<file path="config.mk">
export PLATFORM = sky130hd
export DESIGN_NAME = vc_arbiter_flat
export DESIGN_NICKNAME = d
export VERILOG_FILES = /design/src/rtl/vc_arbiter_if.sv /design/src/rtl/vc_arbiter.sv /design/src/flat_wrapper.sv
export SDC_FILE = /design/constraint.sdc
export NUM_CORES = 1
export LEC_CHECK = 0
export ABC_AREA = 1
export BUFFER_PORTS_ARGS = -buffer_cell sky130_fd_sc_hd__buf_2
export CORE_UTILIZATION = 50
export CTS_CLUSTER_SIZE = 12
export DETAILED_ROUTE_END_ITERATION = 16
export PLACE_DENSITY = 0.83
export RECOVER_POWER = 100
export SLEW_MARGIN = 10
export SYNTH_ARGS = -nofsm -noshare
export SYNTH_HDL_FRONTEND = slang
export SYNTH_SLANG_ARGS = --single-unit
export TNS_END_PERCENT = 5
</file>
<file path="constraint.sdc">
create_clock -name clk -period 3.15 [get_ports clk]
set_input_delay 0.4725 -clock clk [delete_from_list [all_inputs] [get_ports clk]]
set_output_delay 0.4725 -clock clk [all_outputs]
set_load 0.005 [all_outputs]
</file>
<file path="src/rtl/vc_arbiter_if.sv">
// VC FIFO read side and destination FIFO write side of the arbiter.
// The arbiter (master) pops VCs and pushes destinations; the FIFOs are the slave.
interface vc_arbiter_if #(
    parameter int DATA_WIDTH = 6
);
    logic                  vc0_empty;
    logic                  vc1_empty;
    logic [DATA_WIDTH-1:0] vc0_data;
    logic [DATA_WIDTH-1:0] vc1_data;
    logic                  vc0_pop;
    logic                  vc1_pop;
    logic                  d0_almost_full;
    logic                  d1_almost_full;
    logic                  d0_push;
    logic                  d1_push;
    logic [DATA_WIDTH-1:0] d_data;

    modport master (
        input  vc0_empty, vc1_empty, vc0_data, vc1_data,
        input  d0_almost_full, d1_almost_full,
        output vc0_pop, vc1_pop, d0_push, d1_push, d_data
    );

    modport slave (
        output vc0_empty, vc1_empty, vc0_data, vc1_data,
        output d0_almost_full, d1_almost_full,
        input  vc0_pop, vc1_pop, d0_push, d1_push, d_data
    );
endinterface

</file>
<file path="src/rtl/vc_arbiter.sv">
// Two-VC strict-priority arbiter: pops VC FIFOs while ACTIVE and routes each word
// to destination D0 or D1 by one data bit, two cycles after its pop.
module vc_arbiter #(
    parameter int DATA_WIDTH = 6,
    parameter int DEST_BIT   = 4
) (
    input  logic                clk,
    input  logic                reset,
    input  logic                init,
    vc_arbiter_if.master        bus,
    output logic [1:0]          state,
    output logic [7:0]          d0_count,
    output logic [7:0]          d1_count
);
    typedef enum logic [1:0] {
        IDLE   = 2'b00,
        ACTIVE = 2'b01,
        PAUSE  = 2'b10,
        UNUSED = 2'b11
    } state_t;

    state_t                state_q, state_d;
    logic                  vc0_pop_q, vc0_pop_d;
    logic                  vc1_pop_q, vc1_pop_d;
    logic [1:0]            tag_q, tag_d;
    logic                  d0_push_q, d0_push_d;
    logic                  d1_push_q, d1_push_d;
    logic [DATA_WIDTH-1:0] d_data_q, d_data_d;
    logic [7:0]            d0_count_q, d0_count_d;
    logic [7:0]            d1_count_q, d1_count_d;

    logic                  any_af;
    logic                  pop_ok;
    logic [DATA_WIDTH-1:0] sel_data;

    always_ff @(posedge clk) begin
        if (!reset) begin
            state_q    <= IDLE;
            vc0_pop_q  <= 1'b0;
            vc1_pop_q  <= 1'b0;
            tag_q      <= 2'b00;
            d0_push_q  <= 1'b0;
            d1_push_q  <= 1'b0;
            d_data_q   <= '0;
            d0_count_q <= 8'd0;
            d1_count_q <= 8'd0;
        end else begin
            state_q    <= state_d;
            vc0_pop_q  <= vc0_pop_d;
            vc1_pop_q  <= vc1_pop_d;
            tag_q      <= tag_d;
            d0_push_q  <= d0_push_d;
            d1_push_q  <= d1_push_d;
            d_data_q   <= d_data_d;
            d0_count_q <= d0_count_d;
            d1_count_q <= d1_count_d;
        end
    end

    // Handshake: a pop is a one-cycle read strobe, the VC returns its word the
    // following cycle; a push is a one-cycle write strobe qualified by d_data.
    // No ready is sampled: almost_full is assumed to leave room for 2 words in flight.
    always_comb begin
        state_d    = state_q;
        vc0_pop_d  = 1'b0;
        vc1_pop_d  = 1'b0;
        tag_d      = {vc1_pop_q, vc0_pop_q};
        d0_push_d  = 1'b0;
        d1_push_d  = 1'b0;
        d_data_d   = '0;
        sel_data   = '0;
        any_af     = bus.d0_almost_full | bus.d1_almost_full;

        case (state_q)
            IDLE:    state_d = ACTIVE;
            ACTIVE:  if (any_af) state_d = PAUSE;
            PAUSE:   if (!any_af) state_d = ACTIVE;
            default: state_d = IDLE;
        endcase
        if (!init) state_d = IDLE;

        pop_ok    = (state_q == ACTIVE) && init && !any_af;
        vc0_pop_d = pop_ok && !bus.vc0_empty;
        vc1_pop_d = pop_ok && bus.vc0_empty && !bus.vc1_empty;

        // Stage-1 tag picks the VC that was popped last cycle.
        if (tag_q[0]) begin
            sel_data = bus.vc0_data;
        end else if (tag_q[1]) begin
            sel_data = bus.vc1_data;
        end
        if (|tag_q) begin
            d_data_d  = sel_data;
            d0_push_d = !sel_data[DEST_BIT];
            d1_push_d = sel_data[DEST_BIT];
        end

        d0_count_d = d0_count_q + 8'(d0_push_d);
        d1_count_d = d1_count_q + 8'(d1_push_d);
    end

    assign bus.vc0_pop = vc0_pop_q;
    assign bus.vc1_pop = vc1_pop_q;
    assign bus.d0_push = d0_push_q;
    assign bus.d1_push = d1_push_q;
    assign bus.d_data  = d_data_q;
    assign state       = state_q;
    assign d0_count    = d0_count_q;
    assign d1_count    = d1_count_q;
endmodule

</file>
<file path="src/flat_wrapper.sv">
// flat-port wrapper written by rule: the top's interface ports become plain ports
module vc_arbiter_flat 
#(
    parameter int DATA_WIDTH = 6,
    parameter int DEST_BIT   = 4
)
  (clk, reset, init, state, d0_count, d1_count, bus_vc0_empty, bus_vc1_empty, bus_vc0_data, bus_vc1_data, bus_d0_almost_full, bus_d1_almost_full, bus_vc0_pop, bus_vc1_pop, bus_d0_push, bus_d1_push, bus_d_data);
  vc_arbiter_if #(.DATA_WIDTH(DATA_WIDTH)) bus_i ();
  input  logic clk;
  input  logic reset;
  input  logic init;
  output logic [1:0] state;
  output logic [7:0] d0_count;
  output logic [7:0] d1_count;
  input wire logic [$bits(bus_i.vc0_empty)-1:0] bus_vc0_empty;
  input wire logic [$bits(bus_i.vc1_empty)-1:0] bus_vc1_empty;
  input wire logic [$bits(bus_i.vc0_data)-1:0] bus_vc0_data;
  input wire logic [$bits(bus_i.vc1_data)-1:0] bus_vc1_data;
  input wire logic [$bits(bus_i.d0_almost_full)-1:0] bus_d0_almost_full;
  input wire logic [$bits(bus_i.d1_almost_full)-1:0] bus_d1_almost_full;
  output wire logic [$bits(bus_i.vc0_pop)-1:0] bus_vc0_pop;
  output wire logic [$bits(bus_i.vc1_pop)-1:0] bus_vc1_pop;
  output wire logic [$bits(bus_i.d0_push)-1:0] bus_d0_push;
  output wire logic [$bits(bus_i.d1_push)-1:0] bus_d1_push;
  output wire logic [$bits(bus_i.d_data)-1:0] bus_d_data;
  assign bus_i.vc0_empty = bus_vc0_empty;
  assign bus_i.vc1_empty = bus_vc1_empty;
  assign bus_i.vc0_data = bus_vc0_data;
  assign bus_i.vc1_data = bus_vc1_data;
  assign bus_i.d0_almost_full = bus_d0_almost_full;
  assign bus_i.d1_almost_full = bus_d1_almost_full;
  assign bus_vc0_pop = bus_i.vc0_pop;
  assign bus_vc1_pop = bus_i.vc1_pop;
  assign bus_d0_push = bus_i.d0_push;
  assign bus_d1_push = bus_i.d1_push;
  assign bus_d_data = bus_i.d_data;
  vc_arbiter #(.DATA_WIDTH(DATA_WIDTH), .DEST_BIT(DEST_BIT)) u_core (.clk(clk), .reset(reset), .init(init), .bus(bus_i), .state(state), .d0_count(d0_count), .d1_count(d1_count));
endmodule
</file>
# Word-level counts from Yosys, hierarchy flattened
# Cells that the tools add are included.
[word_totals] ff_bits=30 in_bits=19 elab_cells=37
[op_classes] n_addsub=2 n_eq_ne=4 muxes=7 bitwise=1 reduce_logical=14
[op_table] operator="$add 8x1->8" n=2
[op_table] operator="$mux 6" n=2
[op_table] operator="$pmux 2 s3" n=1
[op_table] operator="$reduce_and 2->1" n=3
[op_table] operator="$logic_and 1x1->1" n=5
[op_table] operator="$logic_not 1->1" n=4
[op_table] operator="$mux 2" n=2
[op_table] operator="$eq 2x1->1 const B" n=1
[op_table] operator="$eq 2x2->1 const B" n=1
[op_table] operator="$logic_not 2->1" n=1
[op_table] operator="$mux 1" n=2
[op_table] operator="$ne 2x1->1 const B" n=1
[op_table] operator="$ne 2x2->1 const B" n=1
[op_table] operator="$reduce_or 2->1" n=1
[op_table] operator="$or 1x1->1" n=1

# Depth between registers and ports, before layout
[depth] depth_word=5 mapped_depth=12 ltp_nobuf=12

# Least setup slack after synthesis
# No wires, ideal clock.
[synth_path] kind="input to register" start="input port bus_vc0_data[4]" end="register u_core.d0_count_q[6] (netlist: u_core.d0_count[6])" setup_time_ps=113 arrival_ps=1437 required_time_ps=3037 path_slack_ps=1601 path_stages=10 path_cell_list="nand2_1 -> nand2_2 -> nor2_1 -> ha_1 -> ha_1 -> nand3_2 -> nor2_1 -> nand2_1 -> nand2_1 -> nor2_1"
[synth_between] elab_chain_cells=4
[synth_lines] item="start, declared" line="flat_wrapper.sv:17" source="input wire logic [$bits(bus_i.vc0_data)-1:0] bus_vc0_data;"
[synth_lines] item="$mux 6" line="vc_arbiter.sv:87" source="if (tag_q[0]) begin"
[synth_lines] item="$logic_not 1->1" line="vc_arbiter.sv:94" source="d0_push_d = !sel_data[DEST_BIT];"
[synth_lines] item="$mux 1" line="vc_arbiter.sv:92" source="if (|tag_q) begin"
[synth_lines] item="net u_core.d0_push_d" line="vc_arbiter.sv:26" source="logic d0_push_q, d0_push_d;"
[synth_lines] item="$add 8x1->8" line="vc_arbiter.sv:98" source="d0_count_d = d0_count_q + 8'(d0_push_d);"
[synth_lines] item="end signal, assigned" line="vc_arbiter.sv:55" source="d0_count_q <= d0_count_d;"
[synth_lines] item="end, declared" line="vc_arbiter.sv:29" source="logic [7:0] d0_count_q, d0_count_d;"
# The timed path passes the listed nets, and every way through them passes these cells.
# A chain may end at the register's enable or synchronous reset.

# Worst setup path after layout
[layout_path] start="register u_core.tag_q[0]" end="register u_core.d0_count_q[6] (netlist: u_core.d0_count[6])"
[layout_between] elab_chain_cells=4 word_cells_on_any_way=5
[layout_lines] item="start, declared" line="vc_arbiter.sv:25" source="logic [1:0] tag_q, tag_d;"
[layout_lines] item="start signal, assigned" line="vc_arbiter.sv:51" source="tag_q <= tag_d;"
[layout_lines] item="$mux 6" line="vc_arbiter.sv:87"
[layout_lines] item="$logic_not 1->1" line="vc_arbiter.sv:94"
[layout_lines] item="$mux 1 (*)" line="vc_arbiter.sv:92"
[layout_lines] item="net u_core.d0_push_d" line="vc_arbiter.sv:26"
[layout_lines] item="$add 8x1->8 (*)" line="vc_arbiter.sv:98"
# Mark *: on every way through the listed nets, which the timed path passes. The rest lies on a longest branch.

==> summary.txt <==
Run status
  – Status: completed

Route
  – Initial detailed-routing violation count: 10
  – Drt wl/cell: 9.620 µm
  – Met2 wire length: 1069 µm
  – Drt first pass iters: 4
  – Routed WL: around 2300 µm
  – Vias per cell: 4.637
  – Highest Signal Layer: met4
  – Total number of vias: approximately 1100
  – Remaining DRCs: 0
  – Post-DRT Antenna Nets: 0
  – Wire length on met1: 989 µm
  – Met3 wire len: 144 µm

Setup path
  – Worst Setup SP: u_core.tag_q[0]$_SDFF_PN0_
  – CP arrival: approximately 2.2 ns
  – Sequence of cells on the critical path: nor2_1, nand2_1, nand2_1, nor2_1, ha_1, ha_1, nand3_1, nor2_1, nand2_1, nand2_1, nor2_1
  – Flop2flop setup slack: approximately 1.2 ns
  – Worst setup EP type: flop
  – Slowest-stage cell, CP: dfxtp_1
  – Crit start category: flop
  – Reg2reg start: u_core.tag_q[0]$_SDFF_PN0_
  – Crit path largest cell delay: 0.40 ns
  – Critical path buffers and inverters: 0
  – CP Data Required Time: between 3 and 4 ns
  – Crit path max fanout: 9
  – WS Path Type: reg -> reg
  – Critical path's top delay family: simple AND/OR/NAND/NOR gates

Die
  – Std-Cell Rows: 17
  – Core ar.: 2233 µm²
  – Die span in y: 51.09 µm
  – # IOs: between 40 and 50
  – Die area: roughly 2600 µm²
  – Starting Density: 0.5395
  – Die width: 51.09 µm

Clock network
  – CTS tree: done
  – Clk sinks: 30
  – Clk_lat worst skew: 0.31 ns
  – CTS HTree Levels: 2
  – Cts bufs inserted: 5
  – Worst-path clk slew: 0.09 ns
  – Post-CTS Repair Setup Buffers: 0
  – Clk root buf: clkbuf_4
  – CTS resizes: 0
  – Max clock buf depth: 2
  – Post-cts hold buffer count: 0

Final layout
  – Fraction of layout instances using a drive strength above 1: 0.2184
  – Post-route design area: around 1400 µm²
  – Nets: 228
  – # fillers: 226
  – Antenna diode instance count: 0
  – Area delta synth->final: 20.04%
  – Final std cells w/o fill: 234

Synth
  – Ys async rst share: 0
  – Post-synth EDFFs: 0
  – Post-synth top cells: nand2_1 (40), dfxtp_1 (30), nor2_1 (28), inv_1 (16), a21oi_1 (13)
  – Most numerous cell in the Yosys netlist: nand2_1
  – Post-synth cell types: 20
  – Syn_nets: 178
  – Avg Inst Size Synth: 7.774 µm²
  – Largest cells by area after synthesis: dfxtp_1 (50%), nand2_1 (12%), nor2_1 (8.7%), a21oi_1 (5.4%), inv_1 (5.0%)
  – Yosys top cell by area: dfxtp_1
  – Syn Inst Count: roughly 160
  – Register area share after synthesis: 0.4984
  – Synth top area share: 0.4984
  – Yosys warning count: 0
  – Main synth FF type: dfxtp_1
  – Cell area after synthesis: approximately 1200 µm²
  – Flops & latches, synth: 30

Pwr
  – Clock share of power: 0.359
  – Pleak: 0.7123 nW
  – Comb power frac: 0.041
  – Sw Share: 0.2127
  – Internal power: ~0.00050 W
  – Pwr Density: 439.8 nW/µm²
  – VDD IR max: 0.3564 mV
  – Sequential power share: 0.600
  – Switch Pwr: 0.0001353 W

Timing
  – Fmax: between 0.5 and 0.6 GHz
  – Clk_skew: 0.008188 ns
  – Final setup viols: 0
  – Final setup TNS: 0 ns
  – Worst slew margin: 0.4754
  – Final hold slack: 0.3018 ns
  – Worst-Margin Slew: 0.7869 ns
  – Fin. Hold Viols: 0
  – Final worst slack: 1.235 ns
  – Tcrit/Tclk final: 0.6080
  – Number of max-slew violations in the final report: 0
  – Unrepaired setup endpoints after global routing: no
  – Minimum clock period: approximately 1.9 ns

Worst hold path
  – Hold path startpoint: bus_vc1_empty
  – Worst Hold Class: in -> reg

Flow run
  – Max cap viols: 0

Placement
  – Post-placement cell count: 226
  – Post-DP HPWL: 1753 µm
  – IO Port Bufs: 46
  – Pre-CTS WS: 1.272 ns
  – GP Congestion: 0.7499
  – Area after DPL: 1444 µm²

Global routing
  – Remaining Overflow, GRT: 0
  – Vias in the first global route: 967
  – First-pass GRT wire length: 3753 µm
  – All-Layer GR Usage: 0.1951
  – Largest net degree at the start of global routing: 20
  – Initial antenna violation count: 0
## flip-flops by register name (all words and copies together) (netlist names)
name,cells
u_core.bus.d0_push,1
u_core.tag_q,2
u_core.bus.d_data,6
u_core.bus.vc1_pop,1
u_core.bus.d1_push,1
u_core.d0_count,8
u_core.bus.vc0_pop,1
u_core.state,2
u_core.d1_count,8
## cell usage in the layout, fill, tap and decap left out, drive strengths merged
| master | count |
|---|---|
| nand3 | 6 |
| nand2 | 43 |
| dfxtp | 30 |
| clkbuf | 17 |
| o21a | 1 |
| nor3 | 2 |
| o22ai | 1 |
| clkinv | 1 |
| inv | 17 |
| buf | 36 |
| a21oi | 13 |
| ha | 4 |
| o21ai | 4 |
| nor2 | 31 |
## cell type report
type,instances,area [µm²],share of cell area
repair buffers,46,217.7,0.1505
multi-input cells,105,469.2,0.3244
clock inverters,1,5.005,0.003460
clock buffers,7,55.05,0.03806
well taps,28,35.03,0.02422
flip-flops and latches,30,600.6,0.4152
inverters,17,63.81,0.04412
## stage by stage
stage | total power (W) | util
final | 0.0006362 | 0.6476
after global routing | 0.0006698 | 0.6476
after CTS | 0.0006479 | 0.6734
after detailed placement | 0.0004174 | 0.6465
after global placement | 0.0004161 | 0.6465
after floorplan | 0.0004035 | -
## worst paths after layout
check / end / cells past startpoint
max: u_core.d0_count[6]$_SDFF_PN0_ / 11
min: u_core.bus.vc1_pop$_SDFF_PN0_ / 2
max reg2reg: u_core.d0_count[6]$_SDFF_PN0_ / 11
min reg2reg: u_core.tag_q[1]$_SDFF_PN0_ / 2
## per-layer routing
layer / vias to the layer above / GRT usage
met5: - / 0
met4: 0 / 0.1250
met3: 5 / 0.04464
met2: 37 / 0.3333
met1: 464 / 0.2152
li1: 579 / -
## power by group through the flow
| stage | Clock [W] | Sequential (W) | Combinational (W) |
|---|---|---|---|
| after floorplan | 0 | 0.000391 | 0.0000129 |
| after global placement | 0 | 0.000391 | 0.0000256 |
| after detailed placement | 0 | 0.000391 | 0.0000266 |
| after CTS | 0.000239 | 0.000382 | 0.0000268 |
| after global routing | 0.000258 | 0.000382 | 0.0000291 |
| final | 0.000229 | 0.000382 | 0.0000258 |
## worst register-to-register path: stages (launching register included)
cell     delay, ns
dfxtp_1       0.40
nor2_1        0.33
nand2_1       0.15
nand2_1       0.13
nor2_1        0.06
ha_1          0.21
ha_1          0.22
nand3_1       0.11
nor2_1        0.06
nand2_1       0.05
nand2_1       0.05
nor2_1        0.10
## cells by family (layout without fill, tap and decap cells)
| logic type | Yosys count | in the layout | synth area share |
|---|---|---|---|
| AND/OR/NAND/NOR | 82 | 82 | 0.3001 |
| buffers and inverters | 20 | 71 | 0.07476 |
| adder cells (fa/ha/maj) | 4 | 4 | 0.04154 |
| flip-flops | 30 | 30 | 0.4984 |
| AO/OA/AOI/OAI | 19 | 19 | 0.08515 |
Power figures use the tool's default switching activity.
